**src/rtl/ddr5_request_queue_pkg.sv**
```systemverilog
// Shared declarations for the DDR5 request front end and scheduler: address map,
// queue entry layout, command/status encodings and address field positions.
package declarations0;

  localparam int DEFAULT_DEPTH = 16;
  localparam int ADDR_W        = 34;

  localparam int BYTE_SEL_LSB = 0;
  localparam int BYTE_SEL_W   = 2;
  localparam int COL_LOW_LSB  = 2;
  localparam int COL_LOW_W    = 4;
  localparam int CHANNEL_BIT  = 6;
  localparam int BG_LSB       = 7;
  localparam int BG_W         = 3;
  localparam int BANK_LSB     = 10;
  localparam int BANK_W       = 2;
  localparam int COL_HIGH_LSB = 12;
  localparam int COL_HIGH_W   = 6;
  localparam int ROW_LSB      = 18;
  localparam int ROW_W        = 16;

  typedef enum logic [1:0] {
    d_read = 2'd0,
    write  = 2'd1,
    i_read = 2'd2
  } op_e;

  typedef enum logic [2:0] {
    NULL = 3'd0,
    ACT  = 3'd1,
    PRE  = 3'd2,
    RD   = 3'd3,
    WR   = 3'd4,
    REFR = 3'd5
  } commands;

  typedef enum logic [1:0] {
    not_started = 2'd0,
    in_flight   = 2'd1,
    completed   = 2'd2
  } state;

  typedef struct packed {
    logic [ROW_W-1:0]      row;
    logic [COL_HIGH_W-1:0] col_high;
    logic [BANK_W-1:0]     bank;
    logic [BG_W-1:0]       bank_group;
    logic                  channel;
    logic [COL_LOW_W-1:0]  col_low;
    logic [BYTE_SEL_W-1:0] byte_sel;
  } add_map;

  typedef struct packed {
    logic [15:0] t_rcd;
    logic [15:0] t_rp;
    logic [15:0] t_cl;
  } timing_t;

  typedef struct packed {
    add_map      mapped_add;
    op_e         operation;
    logic [63:0] cpu_cycles;
    commands     curr_cmd;
    commands     open_cmd;
    state        status;
    timing_t     tp;
  } queue_structure;

  // Only the fields that vary per request are held in the buffer.
  typedef struct packed {
    add_map      mapped_add;
    op_e         operation;
    logic [63:0] cpu_cycles;
  } slot_t;

endpackage

```
**src/rtl/ddr5_addr_map.sv**
```systemverilog
// Combinational 34-bit physical address to add_map decoder; also used by the
// scheduler's debug printer.
module ddr5_addr_map
  import declarations0::*;
(
  input  logic [ADDR_W-1:0] i_addr,
  output add_map            o_map
);

  always_comb begin
    o_map            = '0;
    o_map.byte_sel   = i_addr[BYTE_SEL_LSB +: BYTE_SEL_W];
    o_map.col_low    = i_addr[COL_LOW_LSB +: COL_LOW_W];
    o_map.channel    = i_addr[CHANNEL_BIT];
    o_map.bank_group = i_addr[BG_LSB +: BG_W];
    o_map.bank       = i_addr[BANK_LSB +: BANK_W];
    o_map.col_high   = i_addr[COL_HIGH_LSB +: COL_HIGH_W];
    o_map.row        = i_addr[ROW_LSB +: ROW_W];
  end

endmodule

```
**src/rtl/ddr5_request_queue.sv**
```systemverilog
// Timestamp-gated in-order request queue feeding the DDR5 command scheduler,
// with CPU cycle counter, illegal-op flag and sticky done indication.
module ddr5_request_queue
  import declarations0::*;
#(
  parameter int DEPTH    = DEFAULT_DEPTH,
  parameter bit FAST_FWD = 1'b1
) (
  input  logic                     clock,
  input  logic                     reset,
  input  logic                     in_valid,
  output logic                     in_ready,
  input  logic [63:0]              in_cycles,
  input  logic [3:0]               in_core,
  input  logic [1:0]               in_op,
  input  logic [ADDR_W-1:0]        in_addr,
  input  logic                     trace_done,
  output logic                     out_valid,
  input  logic                     out_ready,
  output queue_structure           out_entry,
  output logic [$clog2(DEPTH):0]   occupancy,
  output logic [63:0]              cycle_count,
  output logic                     err_illegal_op,
  output logic                     done
);

  localparam int AW = $clog2(DEPTH);

  slot_t           r_mem [DEPTH];
  logic [AW-1:0]   r_wr_ptr;
  logic [AW-1:0]   r_rd_ptr;
  logic [AW:0]     r_occ;
  logic [63:0]     r_cycle;
  logic            r_err;
  logic            r_done;

  add_map          w_map;
  logic            w_full;
  logic            w_empty;
  logic            w_eligible;
  logic            w_take;
  logic            w_push;
  logic            w_pop;
  logic            w_unused_core;

  ddr5_addr_map u_addr_map (
    .i_addr (in_addr),
    .o_map  (w_map)
  );

  // Core id is not carried into the scheduler entry.
  assign w_unused_core = ^in_core;

  assign w_full     = (r_occ == (AW+1)'(DEPTH));
  assign w_empty    = (r_occ == '0);
  assign w_eligible = in_valid && (r_cycle >= in_cycles);
  assign in_ready   = !reset && w_eligible && !w_full;
  assign w_take     = in_valid && in_ready;
  assign w_push     = w_take && (in_op != 2'd3);
  assign out_valid  = !w_empty;
  assign w_pop      = out_valid && out_ready;

  always_ff @(posedge clock) begin
    if (w_push) begin
      r_mem[r_wr_ptr] <= '{mapped_add: w_map, operation: op_e'(in_op), cpu_cycles: in_cycles};
    end
  end

  always_ff @(posedge clock) begin
    if (reset) begin
      r_wr_ptr <= '0;
      r_rd_ptr <= '0;
      r_occ    <= '0;
      r_cycle  <= '0;
      r_err    <= 1'b0;
      r_done   <= 1'b0;
    end else begin
      if (w_push) r_wr_ptr <= r_wr_ptr + 1'b1;
      if (w_pop)  r_rd_ptr <= r_rd_ptr + 1'b1;

      case ({w_push, w_pop})
        2'b10:   r_occ <= r_occ + 1'b1;
        2'b01:   r_occ <= r_occ - 1'b1;
        default: r_occ <= r_occ;
      endcase

      // Skip idle time only while nothing is buffered, so queued entries keep their order.
      if (FAST_FWD && w_empty && in_valid && (r_cycle < in_cycles)) begin
        r_cycle <= in_cycles;
      end else if (r_cycle != '1) begin
        r_cycle <= r_cycle + 64'd1;
      end

      r_err <= w_take && (in_op == 2'd3);

      if (trace_done && !in_valid && w_empty) r_done <= 1'b1;
    end
  end

  always_comb begin
    out_entry            = '0;
    out_entry.mapped_add = r_mem[r_rd_ptr].mapped_add;
    out_entry.operation  = r_mem[r_rd_ptr].operation;
    out_entry.cpu_cycles = r_mem[r_rd_ptr].cpu_cycles;
    out_entry.curr_cmd   = NULL;
    out_entry.open_cmd   = NULL;
    out_entry.status     = not_started;
    out_entry.tp         = '0;
  end

  assign occupancy      = r_occ;
  assign cycle_count    = r_cycle;
  assign err_illegal_op = r_err;
  assign done           = r_done;

endmodule

```
**config.mk**
```make
export PLATFORM = sky130hd
export DESIGN_NAME = ddr5_request_queue
export DESIGN_NICKNAME = d
export VERILOG_FILES = /design/src/rtl/ddr5_request_queue_pkg.sv /design/src/rtl/ddr5_addr_map.sv /design/src/rtl/ddr5_request_queue.sv
export SDC_FILE = /design/constraint.sdc
export NUM_CORES = 1
export LEC_CHECK = 0
export ABC_AREA = 1
export BUFFER_PORTS_ARGS = -buffer_cell sky130_fd_sc_hd__buf_2
export CORE_MARGIN = 3
export CORE_UTILIZATION = 30
export CTS_BUF_LIST = sky130_fd_sc_hd__clkbuf_4 sky130_fd_sc_hd__clkbuf_8
export DETAILED_ROUTE_END_ITERATION = 7
export PLACE_DENSITY_LB_ADDON = 0.2
export SYNTH_ARGS = -nofsm -noshare
export SYNTH_HDL_FRONTEND = slang
export SYNTH_SLANG_ARGS = --single-unit
```
**constraint.sdc**
```tcl
create_clock -name clock -period 10 [get_ports clock]
set_clock_uncertainty 0.2 [all_clocks]
set_input_delay 2 -clock clock [delete_from_list [all_inputs] [get_ports clock]]
set_output_delay 2 -clock clock [all_outputs]
set_load 0.1 [all_outputs]
```
==> impl_metrics.ini <==
[worst_hold_path]
min_path_type = reg -> reg
hold_depth = 2
whs_endpoint = done$_SDFFE_PP0P_
worst_hold_startpoint = done$_SDFFE_PP0P_

[critical_path]
cp.required_ps = 7800
critPathMaxFanout = 18
crit_path_end_kind = output port
reg2reg_slack_ps = 5270
crit_start = in_cycles[8]
reg2regPathDepth = 13
start_kind = primary input
worstReg2RegEnd = r_mem[8][99]$_DFFE_PP_
path_class = in -> out
timing.rr.start = cycle_count[0]$_SDFFE_PP0P_
worst_ep_arrival_time_ps = 4590

[place]
io_buffers = 277
dp_hpwl_um = 107000
gp_congestion = 0.894

[floorplanning]
die_height_um = 494
rows = 178
die_w_um = 494
fp.coreArea_mm2 = 0.236
dieArea_mm2 = 0.244
io_pins = 338
start_util_pct = 30.2

[power]
power-per-cell-area_mw_per_mm2 = 264
power.switching_mw = 8.63
vdd_ir_drop_max_uv = 317
swShare_pct = 39.9
clkPwrFrac_pct = 29.2
p_leak_nw = 29.0
p_comb_share_pct = 33.5
seq_power_share_pct = 37.3
intPower_mw = 13.0

[cells_and_area]
nets = 5982
fillCellCount = 23104
drive_above_1_share_pct = 14.7
layout.area.seq_mm2 = 0.0497
syn2layout_area_growth_pct = 14.7
multi_input_area_mm2 = 0.0178

[routing]
post-route-drc-count = 0
via_count = 44353
wl_um = 211000
post_drt_wl_per_cell_um = 23.0
drtIter0Drc = 3410
ant_nets = 0
via_per_inst = 4.84
drt_pass1_iterations = 6

[synth]
yosysTopAreaCell = edfxtp_1
synth.area.top_cells = edfxtp_1 (67%), mux2i_1 (5.6%), o211ai_1 (4.2%)
avgSynthCellArea_um2 = 13.0
synth_most_common_cell = edfxtp_1
synthesis.area_mm2 = 0.0713
async_flop_share_pct = 0
synth_top_cells_by_count = edfxtp_1 (1600), inv_1 (619), o21ai_0 (500)
syn_inst = 5477
synth_cell_types = 42
synth_top_area_share_pct = 67.4
yosysWarningCount = 0
synth_flop_cell = edfxtp_1
synth-edff-count = 1600
yosysSeqAreaShare_pct = 69.7
ys_ff_latch = 1683

[global_routing]
grt-ovfl-total = 0
grt_pass1_vias = 43968
grt_pass1_wl_um = 304000
grt_max_degree = 185
grt_antenna_before_repair = 24
grt_usage_pct = 16.9

[status]
outcome = completed

[clock_network]
cts_resized = 0
clk_latency_ps = 990
cts_tree = built
cts.sinks = 1683
clkSlewWorstSetupHoldPaths_ps = 60
cts_made_buffers = 310
root_buffer = clkbuf_8
postCtsSetupBuffers = 0
h-tree-depth = 5
clock_path_buffers = 4
hold_buffers = 0

[sta]
finalCriticalPeriod_ps = 6790
rsz0062_at_grt = false
finalHoldViolations = 0
setup_violations = 0
min_period_over_period_pct = 67.9
fmax_mhz = 147
holdWs_ps = 277
tightest_slew_ps = 1060
relSlewSlack_pct = 29.1
tns_ps = 0
drv_slew = 0

[flow_run]
cap_viol_max_count = 0
-- worst max-delay path by stage --
stage                                         to  slack, ps  cells past startpoint
final                                   in_ready       3210                     12
after CTS                               in_ready       3080                     12
after global placement                  in_ready       3040                     12
after floorplan           r_mem[11][0]$_DFFE_PP_       1560                     15
after global routing                    in_ready       2970                     12
after detailed placement                in_ready       3090                     12
-- placed cells by master, fill, tap and decap left out, types with 112 or more instances in the layout --
cell type  synthesis  final
clkbuf_8           0    318
clkbuf_4           0    118
o21ai_0          500    500
mux2i_1          400    400
nor2_1           128    112
edfxtp_1        1600   1600
nand3_1          201    201
a21oi_1          440    439
buf_2             70    277
inv_1            619    617
nand2_1          394    392
o211ai_1         400    400
-- power groups by stage --
stage	logic [mW]	registers (mW)	clock network (mW)
floorplan	5.17	8.63	0
global placement	7.32	8.21	0
detailed placement	7.34	8.21	0
CTS	7.36	8.06	6.53
global route	7.83	8.08	6.83
finish	7.23	8.07	6.31
-- cells by family (layout without fill, tap and decap cells) --
family	count (synthesis)	after routing	share of synthesized area [%]
xor gates and xnor gates	58	58	0.712
other	1	77	0.00526
and+or+nand+nor	901	901	5.94
buffers and inverters	1007	1475	5.78
DFF	1683	1683	69.7
AOI/OAI and AO/OA	1352	1352	10.9
muxes	400	400	5.61
adders and majority gates	75	75	1.33
-- worst max-delay path: stages --
cell and delay (ps):
buf_2 390, inv_1 90, ha_1 290, nand4_1 90, nor3_1 200, nand3_1 170, nor3_1 480, nand2_1 130
nand3_2 170, nand2_1 90, inv_1 60, buf_2 430
-- per-stage QoR --
step           utilization (%)  instances  power, mW  cell area [µm²]  setup WS, ps
6_report                  34.7       9171       21.6            81800          3210
5_1_grt                   34.7       9157       22.7            81800          2970
4_1_cts                   34.7       9150       21.9            81800          3080
3_5_place_dp              32.2       8636       15.6            76000          3090
3_3_place_gp              32.2       8636       15.5            76000          3040
2_1_floorplan                -       5532       13.8            71500          1560
-- registers in the layout, summed over array words and instances, names as in the netlist, named ones only --
| register | flops |
|---|---|
| r_wr_ptr | 4 |
| done | 1 |
| r_rd_ptr | 4 |
| occupancy | 5 |
| r_mem | 1600 |
| err_illegal_op | 1 |
| cycle_count | 64 |
-- area by class of cell --
class / instances / share of cell area, %
Sequential cell: 1683 / 60.8
Multi-Input combinational cell: 2842 / 21.8
Clock buffer: 436 / 6.43
Tap cell: 3150 / 4.82
Inverter: 623 / 2.88
Timing Repair Buffer: 338 / 2.62
Clock inverter: 78 / 0.619
Antenna cell: 21 / 0.0642
-- metal layers --
metal | vias to the layer above | GRT usage, % | wire length [µm] | part of all wire, %
met5 | - | 0 | 40 | 0.019
met4 | 6 | 4.98 | 5300 | 2.5
met3 | 405 | 3.34 | 13000 | 6.2
met2 | 1304 | 26.4 | 95600 | 45
met1 | 22016 | 23.7 | 96600 | 46
li1 | 20622 | - | - | -
No activity file was read; power rests on OpenSTA's default activity.
